[src/rtl/uart_pkg.sv]
// Types and helpers shared by the UART transmit and receive paths.
package uart_pkg;

    typedef enum logic [1:0] {
        IDLE = 2'd0,
        LOAD = 2'd1,
        WAIT = 2'd2
    } tx_ctrl_state_e;

    localparam logic [1:0] DB5 = 2'b00;
    localparam logic [1:0] DB6 = 2'b01;
    localparam logic [1:0] DB7 = 2'b10;
    localparam logic [1:0] DB8 = 2'b11;

    // Keeps the low 5..8 bits of a byte for the given data-bit setting.
    function automatic logic [7:0] data_mask(input logic [1:0] db);
        data_mask = 8'hFF >> (2'd3 - db);
    endfunction

endpackage

[src/rtl/uart_sync_fifo.sv]
// Single-clock FIFO with registered status flags; used by both TX and RX paths.
module uart_sync_fifo #(
    parameter int WIDTH = 8,
    parameter int DEPTH = 16
) (
    input  logic                       clk,
    input  logic                       rst,
    input  logic                       push,
    input  logic [WIDTH-1:0]           push_data,
    input  logic                       pop,
    output logic [WIDTH-1:0]           pop_data,
    input  logic                       flush,
    output logic                       full,
    output logic                       empty,
    output logic [$clog2(DEPTH):0]     level,
    output logic                       overflow
);

    localparam int AW = $clog2(DEPTH);
    localparam logic [AW:0] FULL_CNT = (AW + 1)'(DEPTH);

    logic [WIDTH-1:0] mem [DEPTH];
    logic [AW-1:0]    wr_ptr;
    logic [AW-1:0]    rd_ptr;
    logic [AW:0]      count;
    logic [AW:0]      count_d;
    logic             do_push;
    logic             do_pop;

    // A pop frees the slot the same-cycle push needs, so a full FIFO still accepts it.
    assign do_pop   = pop && !empty && !flush;
    assign do_push  = push && !flush && (!full || do_pop);
    assign pop_data = mem[rd_ptr];
    assign level    = count;

    always_comb begin
        count_d = count;
        case ({do_push, do_pop})
            2'b10:   count_d = count + (AW + 1)'(1);
            2'b01:   count_d = count - (AW + 1)'(1);
            default: count_d = count;
        endcase
    end

    always_ff @(posedge clk) begin
        if (do_push) begin
            mem[wr_ptr] <= push_data;
        end
    end

    always_ff @(posedge clk or posedge rst) begin
        if (rst) begin
            wr_ptr   <= '0;
            rd_ptr   <= '0;
            count    <= '0;
            full     <= 1'b0;
            empty    <= 1'b1;
            overflow <= 1'b0;
        end else if (flush) begin
            wr_ptr   <= '0;
            rd_ptr   <= '0;
            count    <= '0;
            full     <= 1'b0;
            empty    <= 1'b1;
            overflow <= 1'b0;
        end else begin
            if (do_push) begin
                wr_ptr <= wr_ptr + AW'(1);
            end
            if (do_pop) begin
                rd_ptr <= rd_ptr + AW'(1);
            end
            count    <= count_d;
            full     <= (count_d == FULL_CNT);
            empty    <= (count_d == '0);
            overflow <= push && full && !do_pop;
        end
    end

endmodule

[src/rtl/uart_tx_ctrl.sv]
// TX controller: buffers bytes from the register file and launches one uart_tx frame per byte.
module uart_tx_ctrl
    import uart_pkg::*;
#(
    parameter int FIFO_DEPTH = 16,
    parameter int LVL_W      = $clog2(FIFO_DEPTH) + 1
) (
    input  logic             clk,
    input  logic             rst,
    input  logic             wr_en_i,
    input  logic [7:0]       wr_data_i,
    input  logic             fifo_flush_i,
    input  logic             tx_enable_i,
    input  logic [1:0]       data_bit_num_i,
    input  logic             parity_en_i,
    input  logic             parity_type_i,
    input  logic             stop_bit_num_i,
    input  logic             cts_n,
    input  logic             tx_done_i,
    output logic             start_tx_o,
    output logic [31:0]      tx_data_o,
    output logic [1:0]       data_bit_num_o,
    output logic             parity_en_o,
    output logic             parity_type_o,
    output logic             stop_bit_num_o,
    output logic             fifo_empty_o,
    output logic             fifo_full_o,
    output logic [LVL_W-1:0] fifo_level_o,
    output logic             overflow_o,
    output logic             busy_o,
    output logic [1:0]       dbg_state
);

    tx_ctrl_state_e state_q;
    tx_ctrl_state_e state_d;
    logic           done_q;
    logic           done_rise;
    logic           launch;
    logic           pop;
    logic [7:0]     fifo_head;

    uart_sync_fifo #(
        .WIDTH(8),
        .DEPTH(FIFO_DEPTH)
    ) u_fifo (
        .clk      (clk),
        .rst      (rst),
        .push     (wr_en_i),
        .push_data(wr_data_i),
        .pop      (pop),
        .pop_data (fifo_head),
        .flush    (fifo_flush_i),
        .full     (fifo_full_o),
        .empty    (fifo_empty_o),
        .level    (fifo_level_o),
        .overflow (overflow_o)
    );

    // Handshake: start_tx_o is a one-cycle launch strobe with tx_data_o and the
    // config outputs already stable; the frame is finished on the first cycle
    // tx_done_i is seen high after being low, so pulse and level done both work.
    assign done_rise = tx_done_i && !done_q;
    assign launch    = !fifo_empty_o && tx_enable_i && !cts_n && !fifo_flush_i;
    assign dbg_state = state_q;

    always_comb begin
        state_d = state_q;
        pop     = 1'b0;
        case (state_q)
            IDLE: begin
                if (launch) begin
                    state_d = LOAD;
                    pop     = 1'b1;
                end
            end
            LOAD:    state_d = WAIT;
            WAIT:    if (done_rise) state_d = IDLE;
            default: state_d = IDLE;
        endcase
    end

    always_ff @(posedge clk or posedge rst) begin
        if (rst) begin
            state_q        <= IDLE;
            done_q         <= 1'b0;
            start_tx_o     <= 1'b0;
            busy_o         <= 1'b0;
            tx_data_o      <= '0;
            data_bit_num_o <= DB8;
            parity_en_o    <= 1'b0;
            parity_type_o  <= 1'b0;
            stop_bit_num_o <= 1'b0;
        end else begin
            state_q    <= state_d;
            done_q     <= tx_done_i;
            start_tx_o <= (state_d == LOAD);
            busy_o     <= (state_d != IDLE);
            // Frame data and config are frozen here until the next launch.
            if (pop) begin
                tx_data_o      <= {24'b0, fifo_head & data_mask(data_bit_num_i)};
                data_bit_num_o <= data_bit_num_i;
                parity_en_o    <= parity_en_i;
                parity_type_o  <= parity_type_i;
                stop_bit_num_o <= stop_bit_num_i;
            end
        end
    end

endmodule
[config.mk]
export PLATFORM = sky130hd
export DESIGN_NAME = uart_tx_ctrl
export DESIGN_NICKNAME = d
export VERILOG_FILES = /design/src/rtl/uart_pkg.sv /design/src/rtl/uart_sync_fifo.sv /design/src/rtl/uart_tx_ctrl.sv
export SDC_FILE = /design/constraint.sdc
export NUM_CORES = 1
export LEC_CHECK = 0
export ABC_CLOCK_PERIOD_IN_PS = 4350
export CAP_MARGIN = 20
export CELL_PAD_IN_SITES_DETAIL_PLACEMENT = 1
export CELL_PAD_IN_SITES_GLOBAL_PLACEMENT = 1
export CORE_MARGIN = 1
export CORE_UTILIZATION = 40
export DETAILED_ROUTE_END_ITERATION = 8
export PLACE_DENSITY_LB_ADDON = 0.25
export SETUP_SLACK_MARGIN = 0.3
export SLEW_MARGIN = 20
export SYNTH_ARGS = -nofsm -noshare
export SYNTH_HDL_FRONTEND = slang
export SYNTH_SLANG_ARGS = --single-unit
[constraint.sdc]
create_clock -name clk -period 4.35 [get_ports clk]
set_input_delay 0.435 -clock clk [delete_from_list [all_inputs] [get_ports clk]]
set_output_delay 0.435 -clock clk [all_outputs]
set_load 0.05 [all_outputs]
==> impl_metrics.csv <==
group,metric,value,unit
status,run_status,"finished clean",
global_routing,grt_pass1_wl,23100,um
global_routing,maximum_number_of_pins_on_one_net_before_global_route_repair,33,
sta,worst-slew-pin-transition,0.933,ns
clock_network,tritoncts,"built",
sta,rsz0062_at_grt,"no",
sta,timing.final.crit_share,0.803,
logic_synthesis,synth_async_sr_flop_share,0.210,
layout,fin_util,0.482,
layout,layout-drive-gt1-share,0.186,
power_and_ir_drop,ir_drop,0.301,mV
power_and_ir_drop,finalPower,3.69,mW
die,initial_util,0.408,
die,fp.coreArea,16600,um2
detailed_routing,avgRoutedWirePerCell,21.0,um
global_routing,grtUsageTotal,0.185,
layout,register_cell_area_after_layout,4700,um2
logic_synthesis,synthesis.instances,410,
die,die_height,132,um
sta,final-hold-violation-count,0,
setup_path,timing.critical_path.mode_cell,"sky130_fd_sc_hd__ha_1",
logic_synthesis,synth_ff_type,"sky130_fd_sc_hd__edfxtp_1",
logic_synthesis,yosysWarningCount,0,
detailed_routing,drtPass1Iterations,4,
setup_path,critical_path.max_fanout,13,
setup_path,crit_required,4.66,ns
logic_synthesis,synth-seq-cells,162,
sta,maxClockFrequency,286,MHz
clock_network,postCtsSetupBuffers,0,
logic_synthesis,synth.distinct_cells,46,
die,die_width,132,um
detailed_routing,postRouteWirelength,14700,um
layout,flow.area_growth_from_synthesis,18.0,%
sta,setup-violations-final,0,
clock_network,cts_resized,0,
global_routing,antenna_violations_before_repair,0,
detailed_routing,drtAntennaViolNets,0,
setup_path,critical_path_cell_count,13,
layout,final.fill_count,1619,
setup_path,worst_setup_path_end_kind,"flop",
sta,final_max_slew_viol_count,0,
clock_network,htreeDepth,4,
setup_path,worst_path_dominant_cell_family,"simple AND/OR/NAND/NOR gates",
clock_network,clkLatencyLatePin,0.43,ns
layout,multi_input_area,1850,um2
clock_network,ctsHoldBuffers,0,
logic_synthesis,yosys.area.top_type,"sky130_fd_sc_hd__edfxtp_1",
clock_network,clock_sink_count,162,
detailed_routing,drt-initial-drc-count,160,
clock_network,cts_max_path_buffers,2,
clock_network,clk_pin_slew_worst_paths,0.06,ns
job,max_cap_viols,0,
setup_path,cp_cell_sequence,"clkdlybuf4s50_1 -> or4_1 -> or2_1 -> a21oi_4 -> inv_4 -> ha_1 -> xor2_1 -> ha_1 -> nor3b_1 -> o32ai_1 -> xnor2_1 -> nor2_1 -> and4_1",
global_routing,total_congestion_overflow,0,
setup_path,cpPeakStageDelay,0.54,ns
hold_path,holdCritPathClass,"input port to async pin",
setup_path,worst-path-buf-inv,2,
placement,hpwlAfterDp,9320,um
power_and_ir_drop,power.density,461,nW/um2
die,total_i_o_pin_count,69,
global_routing,first_global_vias,3851,
detailed_routing,vias,3577,
clock_network,tritoncts.num_buffers,17,
logic_synthesis,netlist_top_cells_area,"sky130_fd_sc_hd__edfxtp_1 57%, sky130_fd_sc_hd__dfrtp_1 11%, sky130_fd_sc_hd__mux4_2 11%, sky130_fd_sc_hd__buf_4 2.8%, sky130_fd_sc_hd__mux2i_1 2.1%",
detailed_routing,detail_route.drc_violations,0,
power_and_ir_drop,power.static_leakage,2.79,nW
setup_path,critical_path_class,"input port to flop",
sta,clock-skew-final,0.0140,ns
layout,layout_nets,493,
setup_path,reg2regPathDepth,12,
setup_path,cp-start-kind,"input port",
die,placementRows,47,
logic_synthesis,synth-edff-count,128,
sta,timing.setup.tns,0,ns
placement,final_wtd_congestion,0.742,
sta,post-route-min-period,3.49,ns
layout,antenna_cells_inserted,0,
detailed_routing,routed_via_count_divided_by_cell_count,5.12,
logic_synthesis,synth_largest_type_area_fraction,0.567,
clock_network,cts_root_buf,"sky130_fd_sc_hd__clkbuf_16",
setup_path,cp_data_arrival_time,3.81,ns
setup_path,critical_path.slowest_cell,"sky130_fd_sc_hd__or4_1",
logic_synthesis,synth.cell_area,6770,um2
die,dieArea,17500,um2
sta,relSlewSlack,0.378,
placement,place.port_buffers,44,
logic_synthesis,synth_sequential_area_ratio,0.694,
logic_synthesis,synth.avg_cell_area,16.5,um2
-- stage by stage --
| stage | setup slack (ns) | cells | hold WS (ns) | area, um2 |
|---|---|---|---|---|
| 6_report | 0.855 | 698 | 0.335 | 8000 |
| 3_5_place_dp | 0.373 | 666 | 0.457 | 7430 |
| 3_3_place_gp | 0.497 | 666 | 0.449 | 7430 |
| 2_1_floorplan | 1.08 | 433 | 0.466 | 6860 |
| 5_1_grt | 0.682 | 698 | 0.389 | 8000 |
| 4_1_cts | 0.839 | 698 | 0.331 | 8000 |
-- layout by cell type (no fill, tap or decap), types with 2 or more instances in the layout --
cell / Yosys / layout
sky130_fd_sc_hd__and3_1: 2 / 2
sky130_fd_sc_hd__buf_4: 25 / 14
sky130_fd_sc_hd__a211o_1: 4 / 4
sky130_fd_sc_hd__nand3_1: 8 / 8
sky130_fd_sc_hd__mux4_2: 32 / 32
sky130_fd_sc_hd__nor3_1: 5 / 5
sky130_fd_sc_hd__nand2b_1: 4 / 4
sky130_fd_sc_hd__dfrtp_2: 0 / 2
sky130_fd_sc_hd__clkdlybuf4s50_1: 0 / 44
sky130_fd_sc_hd__ha_1: 8 / 8
sky130_fd_sc_hd__xor2_1: 7 / 7
sky130_fd_sc_hd__dfstp_2: 3 / 3
sky130_fd_sc_hd__conb_1: 1 / 24
sky130_fd_sc_hd__a22oi_1: 2 / 2
sky130_fd_sc_hd__clkinv_4: 0 / 2
sky130_fd_sc_hd__nand2_1: 27 / 27
sky130_fd_sc_hd__nor2_1: 23 / 23
sky130_fd_sc_hd__clkbuf_1: 12 / 2
sky130_fd_sc_hd__clkbuf_16: 0 / 17
sky130_fd_sc_hd__and2_1: 8 / 8
sky130_fd_sc_hd__inv_1: 14 / 14
sky130_fd_sc_hd__clkinv_2: 0 / 3
sky130_fd_sc_hd__nor4_2: 0 / 4
sky130_fd_sc_hd__edfxtp_1: 128 / 128
sky130_fd_sc_hd__mux2i_1: 14 / 14
sky130_fd_sc_hd__bufinv_16: 0 / 2
sky130_fd_sc_hd__clkinvlp_4: 0 / 2
sky130_fd_sc_hd__a21oi_1: 5 / 5
sky130_fd_sc_hd__xnor2_1: 5 / 5
sky130_fd_sc_hd__o31ai_1: 2 / 2
sky130_fd_sc_hd__o21ai_0: 8 / 8
sky130_fd_sc_hd__dfrtp_1: 31 / 29
sky130_fd_sc_hd__nor2b_1: 3 / 3
-- state kept, by name (all words and copies together) (netlist names), 2 cells and up --
| signal | flops |
|---|---|
| u_fifo.level | 5 |
| tx_data_o | 8 |
| u_fifo.rd_ptr | 4 |
| data_bit_num_o | 2 |
| u_fifo.mem | 128 |
| dbg_state | 2 |
| u_fifo.wr_ptr | 4 |
-- worst paths after layout --
| check | from | end | slack, ns |
|---|---|---|---|
| max | fifo_flush_i | u_fifo.full | 0.86 |
| min | rst | parity_en_o | 0.33 |
| max reg2reg | dbg_state[1] | u_fifo.full | 0.90 |
| min reg2reg | data_bit_num_o[1] | data_bit_num_o[1] | 0.46 |
| max in group asynchronous | rst | u_fifo.empty | 3.27 |
| min in group clk | data_bit_num_o[1] | data_bit_num_o[1] | 0.46 |
-- Yosys cell counts, types with 2 or more instances --
cell type,count
sky130_fd_sc_hd__buf_1,2
sky130_fd_sc_hd__clkbuf_1,12
sky130_fd_sc_hd__a21oi_1,5
sky130_fd_sc_hd__buf_2,4
sky130_fd_sc_hd__xor2_1,7
sky130_fd_sc_hd__nor2b_1,3
sky130_fd_sc_hd__o21ai_0,8
sky130_fd_sc_hd__nand2_1,27
sky130_fd_sc_hd__xnor2_1,5
sky130_fd_sc_hd__nor2_1,23
sky130_fd_sc_hd__nor4_1,4
sky130_fd_sc_hd__and2_1,8
sky130_fd_sc_hd__buf_4,25
sky130_fd_sc_hd__a211o_1,4
sky130_fd_sc_hd__o31ai_1,2
sky130_fd_sc_hd__nand3_1,8
sky130_fd_sc_hd__dfstp_2,3
sky130_fd_sc_hd__ha_1,8
sky130_fd_sc_hd__buf_6,2
sky130_fd_sc_hd__edfxtp_1,128
sky130_fd_sc_hd__nand2b_1,4
sky130_fd_sc_hd__inv_1,14
sky130_fd_sc_hd__and3_1,2
sky130_fd_sc_hd__a22oi_1,2
sky130_fd_sc_hd__nor3_1,5
sky130_fd_sc_hd__dfrtp_1,31
sky130_fd_sc_hd__mux2i_1,14
sky130_fd_sc_hd__mux4_2,32
-- metal layers --
metal | global-route usage | vias up | routed length, um
li1 | - | 1605 | -
met4 | 0.0762 | 0 | 263
met2 | 0.317 | 79 | 7590
met5 | 0 | - | 0
met3 | 0.0358 | 18 | 427
met1 | 0.230 | 1875 | 6400
-- area by class of cell --
type | instances | area share
multi-input combinational | 211 | 0.231
timing repair buffer | 58 | 0.0682
tap | 220 | 0.0344
sequential | 162 | 0.588
inverter | 15 | 0.00736
clock buffer | 19 | 0.0541
clock inverter | 13 | 0.0171
-- report_power, final --
group / leakage (nW) / switching [mW] / total [mW] / internal (mW)
Clock: 0.273 / 0.594 / 1.44 / 0.844
Sequential: 1.60 / 0.0420 / 1.78 / 1.74
Combinational: 0.925 / 0.321 / 0.469 / 0.147
Total: 2.79 / 0.957 / 3.69 / 2.73
-- kinds of logic (layout without fill, tap and decap cells) --
family	count (synthesis)	after routing	synth area share
flip-flops	162	162	0.694
multiplexers	46	46	0.127
other	1	24	0.000554
buffers and inverters	60	105	0.0504
AND/OR/NAND/NOR	93	93	0.0693
XOR/XNOR	12	12	0.0155
adder cells (fa/ha/maj)	8	8	0.0148
AO/OA/AOI/OAI	28	28	0.0288
(Power assumes the default switching activity.)
